--- config.mk ---
export PLATFORM = sky130hd
export DESIGN_NAME = crc_stream_append
export DESIGN_NICKNAME = d
export VERILOG_FILES = /design/src/rtl/crc_stream_pkg.sv /design/src/rtl/crc_byte_update.sv /design/src/rtl/crc_stream_append.sv
export SDC_FILE = /design/constraint.sdc
export NUM_CORES = 1
export LEC_CHECK = 0
export ABC_AREA = 1
export BUFFER_PORTS_ARGS = -buffer_cell sky130_fd_sc_hd__buf_4
export CORE_MARGIN = 4
export CORE_UTILIZATION = 59
export CTS_BUF_LIST = sky130_fd_sc_hd__clkbuf_16
export DETAILED_ROUTE_END_ITERATION = 8
export PLACE_DENSITY = 0.8
export RECOVER_POWER = 100
export SETUP_SLACK_MARGIN = 0.1
export SYNTH_ARGS = -nofsm -noshare
export SYNTH_HDL_FRONTEND = slang
export SYNTH_SLANG_ARGS = --single-unit
--- constraint.sdc ---
create_clock -name clk_i -period 1.94 [get_ports clk_i]
set_input_delay 0.097 -clock clk_i [delete_from_list [all_inputs] [get_ports clk_i]]
set_output_delay 0.097 -clock clk_i [all_outputs]
set_load 0.02 [all_outputs]
--- src/rtl/crc_stream_pkg.sv ---
// Shared types and helpers for the streaming CRC appender.
// Holds the FSM state encoding, the widest supported CRC and a bit-reflect helper.
package crc_stream_pkg;

    localparam int CRC_MAX_W = 32;

    typedef enum logic {
        ST_PASS   = 1'b0,
        ST_APPEND = 1'b1
    } crc_state_e;

    // Reverse the low w bits of v; bits at and above w come back as zero.
    function automatic logic [CRC_MAX_W-1:0] reflect(input logic [CRC_MAX_W-1:0] v, input int w);
        logic [CRC_MAX_W-1:0] r;
        r = '0;
        for (int i = 0; i < CRC_MAX_W; i++) begin
            if (i < w) r[i] = v[w-1-i];
        end
        return r;
    endfunction

endpackage

--- src/rtl/crc_byte_update.sv ---
// Next CRC register value after absorbing one byte, MSB-first shift register form.
// Latency: combinational. Backpressure: none, pure function of its inputs.
// Flow: caller decides when the result is captured.
module crc_byte_update
    import crc_stream_pkg::*;
#(
    parameter int unsigned CRC_W = 32,
    parameter logic [31:0] POLY  = 32'h04C11DB7,
    parameter bit          REFIN = 1'b1
) (
    input  logic [CRC_W-1:0] i_crc,
    input  logic [7:0]       i_data,
    output logic [CRC_W-1:0] o_crc
);

    logic [7:0]       w_din;
    logic [CRC_W-1:0] w_c;

    always_comb begin
        w_din = REFIN ? 8'(reflect(32'(i_data), 8)) : i_data;
        w_c   = i_crc ^ (CRC_W'(w_din) << (CRC_W - 8));
        for (int b = 0; b < 8; b++) begin
            if (w_c[CRC_W-1]) w_c = (w_c << 1) ^ POLY[CRC_W-1:0];
            else              w_c = w_c << 1;
        end
        o_crc = w_c;
    end

endmodule

--- src/rtl/crc_stream_append.sv ---
// Byte-stream CRC appender: forwards payload, then emits CRC_W/8 CRC bytes; optional CRC_STREAM_FRAME_CNT_EN adds frame_cnt_o.
// Latency: one cycle input to output through a single output register.
// Backpressure: input stalls while the output register is held or CRC bytes are being emitted.
module crc_stream_append
    import crc_stream_pkg::*;
#(
    parameter int unsigned CRC_W  = 32,
    parameter logic [31:0] POLY   = 32'h04C11DB7,
    parameter logic [31:0] INIT   = 32'hFFFFFFFF,
    parameter bit          REFIN  = 1'b1,
    parameter bit          REFOUT = 1'b1,
    parameter logic [31:0] XOROUT = 32'hFFFFFFFF
) (
    input  logic             clk_i,
    input  logic             rst_ni,
    input  logic [7:0]       s_data_i,
    input  logic             s_valid_i,
    input  logic             s_last_i,
    output logic             s_ready_o,
    output logic [7:0]       m_data_o,
    output logic             m_valid_o,
    output logic             m_last_o,
    input  logic             m_ready_i,
    output logic [CRC_W-1:0] crc_o,
    output logic             crc_valid_o
`ifdef CRC_STREAM_FRAME_CNT_EN
    ,
    output logic [15:0]      frame_cnt_o
`endif
);

    localparam int NB = CRC_W / 8;

    crc_state_e       r_state, w_state_nxt;
    logic [1:0]       r_cnt, w_cnt_nxt;
    logic [CRC_W-1:0] r_crc, r_crc_o;
    logic [CRC_W-1:0] w_crc_upd, w_crc_fin;
    logic             r_crc_vld;
    logic             r_rdy_en;
    logic [7:0]       r_m_data;
    logic             r_m_valid, r_m_last;
    logic             w_out_free, w_final_hs, w_accept, w_load_crc, w_s_ready;
    logic [1:0]       w_idx;
    logic [7:0]       w_crc_byte;

    crc_byte_update #(
        .CRC_W (CRC_W),
        .POLY  (POLY),
        .REFIN (REFIN)
    ) u_upd (
        .i_crc  (r_crc),
        .i_data (s_data_i),
        .o_crc  (w_crc_upd)
    );

    assign w_crc_fin = (REFOUT ? CRC_W'(reflect(32'(w_crc_upd), int'(CRC_W))) : w_crc_upd)
                       ^ XOROUT[CRC_W-1:0];

    assign w_out_free = !r_m_valid || m_ready_i;
    // The final CRC byte leaving frees the output register for the next frame's first byte.
    assign w_final_hs = (r_state == ST_APPEND) && r_m_valid && r_m_last && m_ready_i;
    assign w_s_ready  = r_rdy_en && (((r_state == ST_PASS) && w_out_free) || w_final_hs);
    assign w_accept   = s_valid_i && w_s_ready;
    assign w_load_crc = (r_state == ST_APPEND) && !(r_m_valid && r_m_last) && w_out_free;

    assign w_idx      = REFOUT ? r_cnt : (2'(NB - 1) - r_cnt);
    assign w_crc_byte = 8'(r_crc_o >> {w_idx, 3'b000});

    always_comb begin
        w_state_nxt = r_state;
        w_cnt_nxt   = r_cnt;
        case (r_state)
            ST_PASS: begin
                if (w_accept && s_last_i) w_state_nxt = ST_APPEND;
            end
            ST_APPEND: begin
                if (w_load_crc) w_cnt_nxt = r_cnt + 2'd1;
                if (w_final_hs) begin
                    w_cnt_nxt   = 2'd0;
                    w_state_nxt = (w_accept && s_last_i) ? ST_APPEND : ST_PASS;
                end
            end
            default: w_state_nxt = ST_PASS;
        endcase
    end

    always_ff @(posedge clk_i or negedge rst_ni) begin
        if (!rst_ni) begin
            r_state   <= ST_PASS;
            r_cnt     <= 2'd0;
            r_rdy_en  <= 1'b0;
            r_crc     <= INIT[CRC_W-1:0];
            r_crc_o   <= '0;
            r_crc_vld <= 1'b0;
            r_m_data  <= 8'd0;
            r_m_valid <= 1'b0;
            r_m_last  <= 1'b0;
        end else begin
            r_state   <= w_state_nxt;
            r_cnt     <= w_cnt_nxt;
            r_rdy_en  <= 1'b1;
            r_crc_vld <= w_accept && s_last_i;
            if (w_accept) begin
                r_crc <= s_last_i ? INIT[CRC_W-1:0] : w_crc_upd;
                if (s_last_i) r_crc_o <= w_crc_fin;
            end
            if (w_accept) begin
                r_m_data  <= s_data_i;
                r_m_last  <= 1'b0;
                r_m_valid <= 1'b1;
            end else if (w_load_crc) begin
                r_m_data  <= w_crc_byte;
                r_m_last  <= (r_cnt == 2'(NB - 1));
                r_m_valid <= 1'b1;
            end else if (m_ready_i) begin
                r_m_valid <= 1'b0;
            end
        end
    end

`ifdef CRC_STREAM_FRAME_CNT_EN
    logic [15:0] r_frame_cnt;

    always_ff @(posedge clk_i or negedge rst_ni) begin
        if (!rst_ni)         r_frame_cnt <= 16'd0;
        else if (w_final_hs) r_frame_cnt <= r_frame_cnt + 16'd1;
    end

    assign frame_cnt_o = r_frame_cnt;
`endif

    assign s_ready_o   = w_s_ready;
    assign m_data_o    = r_m_data;
    assign m_valid_o   = r_m_valid;
    assign m_last_o    = r_m_last;
    assign crc_o       = r_crc_o;
    assign crc_valid_o = r_crc_vld;

endmodule
==> metrics, run 1 <==
status finished, final reports clean; die height 97.2 um; layout cells sized above 1 0.170; Yosys reg bits 79; Pleak 2.82 nW; initial antenna violation count 0; Max IR drop VDD 0.000927 V; cell area after synthesis 0.00470 sq mm; Synth Instances 630; Max Cap Viol 0; WHS Path Cells 3; Min-Delay Endpoint m_data_o[6]; Area growth syn-to-layout 16.9%; Clk pin slew, worst setup/hold paths 0.06 ns; Crit Reg-Reg Endpoint r_crc[15]; Worst R2R Setup Slack 0.10 ns; core area 0.00773 sq mm; detailed-route via count 4,562; Inserted Clock Buffers 9; num rows 32; class of the tightest hold or removal check input port to flip-flop; Pwr Density 2060 mW/mm^2; top cells by count, synth nand2_1 (294), dfrtp_1 (47), nand3_1 (46); clk_lat worst skew 0.34 ns; CP delay by family, top simple AND/OR/NAND/NOR gates; Worst EP arrival 2.09 ns; die area 0.00945 sq mm; Total Wirelength 14.2 mm; Initial DRC Count 480; Top Ports 57; cell with the most instances after synthesis nand2_1; Ys Warns 0; HPWL after detailed placement 9.91 mm; Placed Area 0.00527 sq mm; vias in the first global route 4,311; most frequent CP cell nand2_1; diode count 0; CP max stage cell dfstp_1; Worst Setup End Kind flip-flop; Final min period 1.84 ns; Yosys top cell area share 0.250; library cells used by synthesis 32; achievable frequency 544 MHz; Pins Over Slew Limit 0; Clock Sinks 79; vias per cell 5.68; Die W 97.2 um; root buf cell clkbuf_16; worst path bufs/invs 2; Hold Startpoint s_data_i[6]; Worst EP required 2.19 ns; synthesized area per cell 7.45 sq um; largest net degree at the start of global routing 37; clock tree buffer depth 2; ANT nets after route 0; origin of the critical flop-to-flop path r_crc[31]; FFs w/ async S/R, synth 1.00; Filler Cell Count 664; Mapped Nets 644; wire length of the first global-routing pass 22.4 mm; CP Cell Sequence inv_1 -> nand2_1 -> nand2_4 -> clkbuf_1 -> xor2_1 -> nand2_1 -> nand2_1 -> nand2_1 -> nand2_1 -> o21ai_0; CTS tree yes; Pre-antenna DRT Iters 5; Final #Nets 710; Overall Power 0.0113 W; Total GRT Usage 0.299; fin crit share 0.948; PortBufs 56; DRC violations left 0; DR WL/cell 17.7 um; max_slew headroom 0.495; CP startpoint kind flip-flop; Worst Setup Path Type flip-flop to flip-flop; final setup violation count 0; unrepaired setup endpoints after global routing yes; Clock Skew 0.00869 ns; final hold vios 0; top cells by area, synth dfrtp_1 (25%), nand2_1 (24%), dfstp_2 (18%); gr ovfl total 0; max incr delay on CP 0.54 ns; cell area after layout 0.00549 sq mm; routability cong. 1.00; crit-path max FO 9; worst slew pin tran 0.758 ns; Post-synth EDFFs 0; H-tree depth 3; Initial Utilization 0.608; FF-to-FF path depth 10; area leader, netlist dfrtp_1; Most used DFF post-synth dfrtp_1; Seq/Total Area, Yosys 0.430
[cell type report]
type | instances | area [sq um] | area share
repair buffers | 74 | 425 | 0.0775
flip-flops and latches | 79 | 2020 | 0.367
clock inverters | 7 | 65.1 | 0.0119
clock buffers | 9 | 225 | 0.0410
inverters | 41 | 158 | 0.0287
multi-input cells | 491 | 2470 | 0.450
well taps | 102 | 128 | 0.0232
[per-layer routing]
layer / share of wire / track usage
met4: 0.020 / 0.0884
met5: 0 / 0
met2: 0.46 / 0.466
met3: 0.097 / 0.0632
met1: 0.42 / 0.422
[tightest hold or removal path, stage by stage]
cell and delay [ns]:
buf_4 0.11, nand2_1 0.06, nand3_1 0.07
[cell usage in the layout (no fill, tap or decap), types with 2 or more instances in the layout]
cell type   instances
a21oi_1             7
a21oi_2            10
a22oi_1            11
a2bb2oi_1           4
buf_12              3
buf_4              22
clkbuf_1           45
clkbuf_16           9
clkbuf_2            2
clkinv_1            2
clkinv_2            3
clkinvlp_4          2
dfrtp_1            47
dfstp_1             2
dfstp_2            30
inv_1              37
inv_2               2
nand2_1           286
nand2_2            14
nand2_4             7
nand3_1            46
nor2_1             19
nor2_2              2
nor2_4              2
o21ai_0            25
o21ai_1             2
o22ai_1             8
xnor2_1             9
xnor2_2             5
xor2_1             27
[cell families after synthesis]
kind of cell	share of synthesized area
other	0.000799
flip-flops	0.430
buffers and inverters	0.0616
AND/OR/NAND/NOR	0.332
AO/OA/AOI/OAI	0.0919
adder cells (fa/ha/maj)	0.00266
XOR/XNOR	0.0815
[registers in the layout, summed over array words and instances, names as in the netlist]
register and count:
m_data_o 8, crc_o 32, r_cnt 2, r_rdy_en 1, m_valid_o 1, r_state 1
r_crc 32, m_last_o 1, crc_valid_o 1
[per-stage QoR]
| step | hold slack, ns | std cells | TNS [ns] | utilization | setup WS [ns] |
|---|---|---|---|---|---|
| 2_1_floorplan | -0.199 | 630 | 0 | - | 0.341 |
| 3_3_place_gp | 0.0468 | 784 | -0.00163 | 0.682 | -0.00163 |
| 3_5_place_dp | 0.0488 | 784 | -0.0222 | 0.682 | -0.0140 |
| 4_1_cts | 0.0274 | 801 | 0 | 0.722 | 0.102 |
| 5_1_grt | 0.0327 | 803 | 0 | 0.710 | 0.0666 |
| 6_report | 0.0387 | 803 | 0 | 0.710 | 0.101 |
[what timing repair did]
item                                    CTS  global route
gates resized for setup                   2            21
endpoints found under the setup margin   18            30
setup buffers                             0             2
gates cloned                              0             0
endpoints found under the hold margin    25             0
pin swaps                                 0             1
hold buffers                              1             0
[worst max path at each step]
| stage | start | slack, ns | depth (start not counted) | end |
|---|---|---|---|---|
| after floorplan | m_valid_o | 0.34 | 9 | m_last_o |
| after global placement | r_crc[31] | -0.002 | 11 | crc_o[20] |
| after detailed placement | r_crc[31] | -0.01 | 11 | crc_o[20] |
| after CTS | r_crc[31] | 0.10 | 12 | r_crc[11] |
| after global routing | r_crc[30] | 0.07 | 11 | crc_o[26] |
| final | r_crc[31] | 0.10 | 10 | r_crc[15] |
[power breakdown]
group / leakage (nW) / internal, W / total [W] / switching (W)
clock: 0.146 / 0.000987 / 0.00169 / 0.000698
combinational: 1.75 / 0.00207 / 0.00634 / 0.00427
sequential: 0.921 / 0.00263 / 0.00329 / 0.000663
No activity file was read; power rests on OpenSTA's default activity.
==> run 2, diff against run 1 <==
--- a/config.mk
+++ b/config.mk
@@ -7,8 +7,10 @@
 export LEC_CHECK = 0
 export ABC_AREA = 1
 export BUFFER_PORTS_ARGS = -buffer_cell sky130_fd_sc_hd__buf_4
+export CELL_PAD_IN_SITES_DETAIL_PLACEMENT = 2
+export CELL_PAD_IN_SITES_GLOBAL_PLACEMENT = 2
 export CORE_MARGIN = 4
-export CORE_UTILIZATION = 59
+export CORE_UTILIZATION = 34
 export CTS_BUF_LIST = sky130_fd_sc_hd__clkbuf_16
 export DETAILED_ROUTE_END_ITERATION = 8
 export PLACE_DENSITY = 0.8
==> constraint.sdc (replaced) <==
create_clock -name clk_i -period 1.7 [get_ports clk_i]
set_input_delay 0.085 -clock clk_i [delete_from_list [all_inputs] [get_ports clk_i]]
set_output_delay 0.085 -clock clk_i [all_outputs]
set_load 0.02 [all_outputs]
==> run 2 against run 1 <==
  * Synthesized cell count stayed put
  * The run now fails in 5_1_grt
  * Area after synthesis stayed put
==> metrics, run 2 <==
H-tree depth 3 (unchanged); Mapped Nets 644 (unchanged); clock tree buffer depth 2 (unchanged); Yosys top cell area share 0.250 (unchanged); status did not finish; FFs w/ async S/R, synth 1.00 (unchanged); top cells by count, synth nand2_1 (294), dfrtp_1 (47), nand3_1 (46); synthesized area per cell 7.45 sq um (unchanged); area leader, netlist dfrtp_1; cell with the most instances after synthesis nand2_1; library cells used by synthesis 32 (unchanged); Die W 126 um (+29%); Inserted Clock Buffers 9 (unchanged); Top Ports 57 (unchanged); initial antenna violation count 1; routability cong. 0.878 (-13%); PortBufs 56 (unchanged); HPWL after detailed placement 14.8 mm (+49%); Exit stage 5_1_grt; largest net degree at the start of global routing 38; die height 126 um (+29%); First Err [ERROR DPL-0033] detailed placement checks failed during check placement.; top cells by area, synth dfrtp_1 (25%), nand2_1 (24%), dfstp_2 (18%); Synth Instances 630 (unchanged); Yosys reg bits 79 (unchanged); Initial Utilization 0.350 (-0.257); worst ep type sequential cell input; worst_ep grt r_crc[12]$_DFFE_PN1P_/D; Most used DFF post-synth dfrtp_1; root buf cell clkbuf_16; Ys Warns 0 (unchanged); cell area after synthesis 0.00470 sq mm (unchanged); Seq/Total Area, Yosys 0.430 (unchanged); Clock Sinks 79 (unchanged); Post-synth EDFFs 0 (unchanged); num rows 42 (+31%)
## run 2: cell families after synthesis
kind of cell,synth area share
other,0.000799
adder cells (fa/ha/maj),0.00266
flip-flops,0.430
XOR/XNOR,0.0815
AO/OA/AOI/OAI,0.0919
AND/OR/NAND/NOR,0.332
buffers and inverters,0.0616
## run 2: timing repair
item,4_1_cts
endpoints found under the setup margin,69
gates resized for setup,177
hold buffers,1
cloned,6
pin swaps,52
endpoints found under the hold margin,16
setup buffers,25
## run 2: stage by stage
stage | std cells | utilization | instance area (sq um) | setup slack (ns)
floorplan | 630 | - | 4700 | 0.101
global placement | 900 | 0.427 | 5720 | -0.112
detailed placement | 900 | 0.427 | 5720 | -0.205
CTS | 947 | 0.529 | 7080 | 0.00376
==> run 3, diff against run 2 <==
==> config.mk (replaced) <==
export PLATFORM = sky130hd
export DESIGN_NAME = crc_stream_append
export DESIGN_NICKNAME = d
export VERILOG_FILES = /design/src/rtl/crc_stream_pkg.sv /design/src/rtl/crc_byte_update.sv /design/src/rtl/crc_stream_append.sv
export SDC_FILE = /design/constraint.sdc
export NUM_CORES = 1
export LEC_CHECK = 0
export ABC_AREA = 1
export BUFFER_PORTS_ARGS = -buffer_cell sky130_fd_sc_hd__buf_4
export CORE_MARGIN = 4
export CORE_UTILIZATION = 40
export DETAILED_ROUTE_END_ITERATION = 8
export PLACE_DENSITY_LB_ADDON = 0.15
export RECOVER_POWER = 100
export SYNTH_ARGS = -nofsm -noshare
export SYNTH_HDL_FRONTEND = slang
export SYNTH_SLANG_ARGS = --single-unit
==> run 3 against run 2 <==
  * The run now ends clean
==> metrics, run 3 (synthesis results as in run 1) <==
root buf cell clkbuf_16; DR WL/cell 18.4 um; Worst EP required 1.93 ns; CP startpoint kind flip-flop; Initial DRC Count 405; Final #Nets 781; Filler Cell Count 1,070; commonest non-fill, non-tap cell in the layout nand2_1; Worst Setup End Kind flip-flop; Inserted Clock Buffers 9 (unchanged); vias per cell 5.25; max_slew headroom 0.314; wire length of the first global-routing pass 24.3 mm; die area 0.0135 sq mm; detailed-route via count 4,806; layout cells sized above 1 0.352; final hold vios 0; final setup violation count 0; status finished, final reports clean; HPWL after detailed placement 11.3 mm (-24%); PortBufs 56 (unchanged); vias in the first global route 4,400; switch share 0.478; Total GRT Usage 0.237; Max Cap Viol 0; Worst Setup Path Type flip-flop to flip-flop; Worst R2R Setup Slack 0.02 ns; CTS tree yes; DRC violations left 0; achievable frequency 594 MHz; class of the tightest hold or removal check input port to flip-flop; Hold Startpoint s_data_i[1]; Top Ports 57 (unchanged); Pins Over Slew Limit 0; Final min period 1.68 ns; Switching Power 0.00734 W; WHS Path Cells 3; Clk pwr share 0.140; Min-Delay Endpoint m_data_o[1]; H-tree depth 3 (unchanged); internal power component 0.00803 W; die height 116 um (-7.3%); Worst EP arrival 1.91 ns; Crit Reg-Reg Endpoint crc_o[19]; worst slew pin tran 1.03 ns; clk_lat worst skew 0.34 ns; crit-path max FO 6; combinational share of power 0.614; routability cong. 0.895 (+1.9%); Die W 116 um (-7.3%); Area growth syn-to-layout 40.4%; Pleak 3.32 nW; Overall Power 0.0154 W; Total Wirelength 16.9 mm; gr ovfl total 0; Pwr Density 2330 mW/mm^2; clock tree buffer depth 2 (unchanged); ANT nets after route 0; Placed Area 0.00569 sq mm (-0.50%); Clock Skew 0.00753 ns; Clock Sinks 79 (unchanged); core area 0.0115 sq mm; Initial Utilization 0.409 (+0.0591); fin crit share 0.990; num rows 39 (-7.1%); Sequential Power Share 0.246; FF-to-FF path depth 10; unrepaired setup endpoints after global routing yes; initial antenna violation count 0; origin of the critical flop-to-flop path r_crc[31]; Max IR drop VDD 0.00125 V; Clk pin slew, worst setup/hold paths 0.07 ns; Pre-antenna DRT Iters 5; cell area after layout 0.00660 sq mm; diode count 0; largest net degree at the start of global routing 38; highest-count cells in the layout ignoring fill and taps nand2_1 (239), buf_4 (79), dfrtp_1 (47)
[run 3: what timing repair did]
action	in CTS	in global routing
gates resized for setup	20	117
hold buffers	1	0
endpoints found under the setup margin	43	59
hold endpoints to repair	18	0
cloned	0	5
pin swaps	4	44
setup buffers	2	19
[run 3: power by group through the flow]
| stage | Sequential (W) | Clock, W | Combinational, W |
|---|---|---|---|
| finish | 0.00378 | 0.00215 | 0.00943 |
| floorplan | 0.00414 | 0 | 0.00446 |
| global placement | 0.00373 | 0 | 0.00811 |
| CTS | 0.00375 | 0.00218 | 0.00841 |
| global route | 0.00390 | 0.00226 | 0.0103 |
| detailed placement | 0.00376 | 0 | 0.00814 |
[run 3: per-stage QoR]
stage | hold slack (ns) | cells | utilization | setup slack, ns | TNS, ns
2_1_floorplan | -0.211 | 630 | - | 0.101 | 0
3_3_place_gp | 0.0912 | 872 | 0.496 | -0.257 | -3.01
3_5_place_dp | 0.0993 | 872 | 0.496 | -0.245 | -2.56
4_1_cts | 0.0112 | 891 | 0.534 | -0.0120 | -0.0135
5_1_grt | 0.0318 | 915 | 0.575 | -0.0569 | -0.510
6_report | 0.0277 | 915 | 0.575 | 0.0165 | 0
[run 3: how the worst max path moves through the flow]
stage | to | startpoint | cells past startpoint | slack (ns)
3_5_place_dp | crc_o[25] | r_crc[31] | 11 | -0.25
4_1_cts | crc_o[25] | r_crc[31] | 11 | -0.01
3_3_place_gp | crc_o[25] | r_crc[31] | 11 | -0.26
2_1_floorplan | m_last_o | m_valid_o | 9 | 0.10
6_report | crc_o[19] | r_crc[31] | 10 | 0.02
5_1_grt | crc_o[7] | r_crc[25] | 10 | -0.06
[run 3: routing by layer]
layer  vias to the layer above  GRT usage  routed length, um
met5                         -          0                  0
met4                         0     0.0766                538
met3                        41     0.0451               1380
met2                       200      0.350               7480
met1                      2290      0.348               7470
li1                       2275          -                  -
[run 3: worst max-delay path, stage by stage, from the launching register on]
cell and delay, ns:
dfstp_2 0.58, nand2_2 0.13, nand2_8 0.12, nand2_2 0.10, nand3_4 0.09, nand2_4 0.10, buf_4 0.16, nand2_2 0.08
nand3_1 0.07, nand3_1 0.08, nand2_1 0.05
[run 3: final cells by class]
class / count / area, sq um / share of cell area
timing repair buffer: 143 / 1020 / 0.155
sequential: 79 / 2020 / 0.306
inverter: 41 / 156 / 0.0237
tap: 143 / 179 / 0.0271
clock buffer: 10 / 229 / 0.0347
clock inverter: 6 / 92.6 / 0.0140
multi-input combinational: 493 / 2900 / 0.439
==> run 4, diff against run 3 <==
--- a/config.mk
+++ b/config.mk
@@ -11,7 +11,7 @@
 export CORE_UTILIZATION = 40
 export DETAILED_ROUTE_END_ITERATION = 8
 export PLACE_DENSITY_LB_ADDON = 0.15
-export RECOVER_POWER = 100
+export RECOVER_POWER = 25
 export SYNTH_ARGS = -nofsm -noshare
 export SYNTH_HDL_FRONTEND = slang
 export SYNTH_SLANG_ARGS = --single-unit
==> run 4 against run 3 <==
  * Final area increased by 3.2%
  * Hold slack got worse by 0.0027 ns
  * Clock skew decreased by 0.00060 ns
  * Combinational power increased by 4.8%
  * Final cell count unchanged
  * Largest cell class unchanged
  * First-iteration DRC count increased by 0.25%
==> metrics, run 4 (synthesis results as in run 1) <==
routability cong. 0.895 (unchanged); area of the multi-input gates 0.00291 sq mm (+0.43%); status finished, final reports clean; highest-count cells in the layout ignoring fill and taps nand2_1 (239), buf_4 (126), dfrtp_1 (47); PortBufs 56 (unchanged); layout cells sized above 1 0.411 (+0.0583); DR WL/cell 18.4 um (about the same); Total Wirelength 16.9 mm (about the same); Inserted Clock Buffers 9 (unchanged); HPWL after detailed placement 11.3 mm (unchanged); cell area after layout 0.00681 sq mm (+3.2%); CTS tree yes; Placed Area 0.00569 sq mm (unchanged); vias in the first global route 4,400 (unchanged); initial antenna violation count 0 (unchanged); Clk pin slew, worst setup/hold paths 0.07 ns (about the same); Layout Cells excl Fill 915 (unchanged); Reg area 0.00202 sq mm (unchanged); wire length of the first global-routing pass 24.3 mm (unchanged); Worst R2R Setup Slack 0.01 ns (about the same); Area growth syn-to-layout 45.0%; Final min period 1.69 ns (+0.00604 ns); Pins Over Slew Limit 0 (unchanged); WHS 0.0250 ns (-0.00268 ns); Worst EP required 1.93 ns (about the same); final hold vios 0 (unchanged); Overall Power 0.0158 W (+3.1%); Filler Cell Count 1,024 (-4.3%); detailed-route via count 4,799 (-0.15%); Worst EP arrival 1.92 ns (about the same); clk_lat worst skew 0.34 ns (about the same); Max Cap Viol 0 (unchanged); largest net degree at the start of global routing 38 (unchanged); Pwr Density 2330 mW/mm^2 (about the same); diode count 0 (unchanged); unrepaired setup endpoints after global routing yes; Final #Nets 781 (unchanged); Clock Sinks 79 (unchanged); Clock Skew 0.00692 ns (-0.000605 ns); Worst Setup Path Type flip-flop to flip-flop; class of the tightest hold or removal check input port to flip-flop; num rows 39 (unchanged); die area 0.0135 sq mm (unchanged); core area 0.0115 sq mm (unchanged); achievable frequency 592 MHz (-0.36%); Pleak 3.50 nW (+5.6%); Worst Setup End Kind flip-flop; Die W 116 um (unchanged); DRC violations left 0 (unchanged); max_slew headroom 0.307 (-0.00697); crit-path max FO 5 (-1); gr ovfl total 0 (unchanged); Total GRT Usage 0.237 (unchanged); commonest non-fill, non-tap cell in the layout nand2_1; Pre-antenna DRT Iters 8 (+3); CP startpoint kind flip-flop; worst slew pin tran 1.04 ns (+0.0105 ns); final setup violation count 0 (unchanged); setup TNS 0 ns (unchanged); clock tree buffer depth 2 (unchanged); Max IR drop VDD 0.00133 V (+6.0%); H-tree depth 3 (unchanged); Initial DRC Count 406 (+0.25%); die height 116 um (unchanged); fin crit share 0.994 (+0.00355); Initial Utilization 0.409 (unchanged); ANT nets after route 0 (unchanged); Top Ports 57 (unchanged); Inst Count DP 872 (unchanged); root buf cell clkbuf_16; vias per cell 5.24 (-0.15%)
## run 4: changes by cell type in the layout (fill, tap and decap cells not counted), sizes merged
cell,previous run,this run
buf,90,138
clkbuf,62,14
## run 4: path summary, 6_finish.rpt
kind | startpoint | to | depth (start not counted)
min in group asynchronous | rst_ni | m_data_o[1] | 2
max | r_crc[29] | crc_o[4] | 8
max reg2reg | r_crc[29] | crc_o[4] | 8
min | s_data_i[1] | m_data_o[1] | 3
max in group asynchronous | rst_ni | r_crc[24] | 3
min reg2reg | m_data_o[2] | m_data_o[2] | 2
## run 4: area by class of cell
class | count | area share
clock buffers | 10 | 0.0336
clock inverters | 6 | 0.0136
inverters | 41 | 0.0230
multi-input cells | 493 | 0.427
flip-flops and latches | 79 | 0.296
well taps | 143 | 0.0263
repair buffers | 143 | 0.180
## run 4: power by group
group          internal, W  leakage, nW  switching, W  total [W]
clock network      0.00130        0.155      0.000866    0.00217
registers          0.00301        0.923      0.000791    0.00380
logic              0.00414         2.43       0.00575    0.00988
## run 4: stage by stage
stage	setup WS, ns	utilization
2_1_floorplan	0.101	-
3_3_place_gp	-0.257	0.496
3_5_place_dp	-0.245	0.496
4_1_cts	-0.0120	0.534
5_1_grt	-0.0517	0.594
6_report	0.0104	0.594
## run 4: worst max-delay path, cell delays in order (launching register included)
cell	delay, ns
dfstp_2	0.57
nand2_1	0.14
nand2_2	0.17
xor2_1	0.26
inv_1	0.06
nand2_1	0.11
nand3_1	0.10
nand3_1	0.12
nand2_1	0.05
## run 4: timing repair
action,4_1_cts,5_1_grt
buffers inserted,2,19
cloned,0,5
resized for setup,20,117
hold buffers,1,0
pin swaps,4,44
setup endpoints to repair,43,59
endpoints found under the hold margin,18,0
## run 4: per-layer routing
layer	global-route usage	share of wire
met5	0	0
met2	0.350	0.45
met4	0.0766	0.028
met3	0.0451	0.069
met1	0.348	0.45
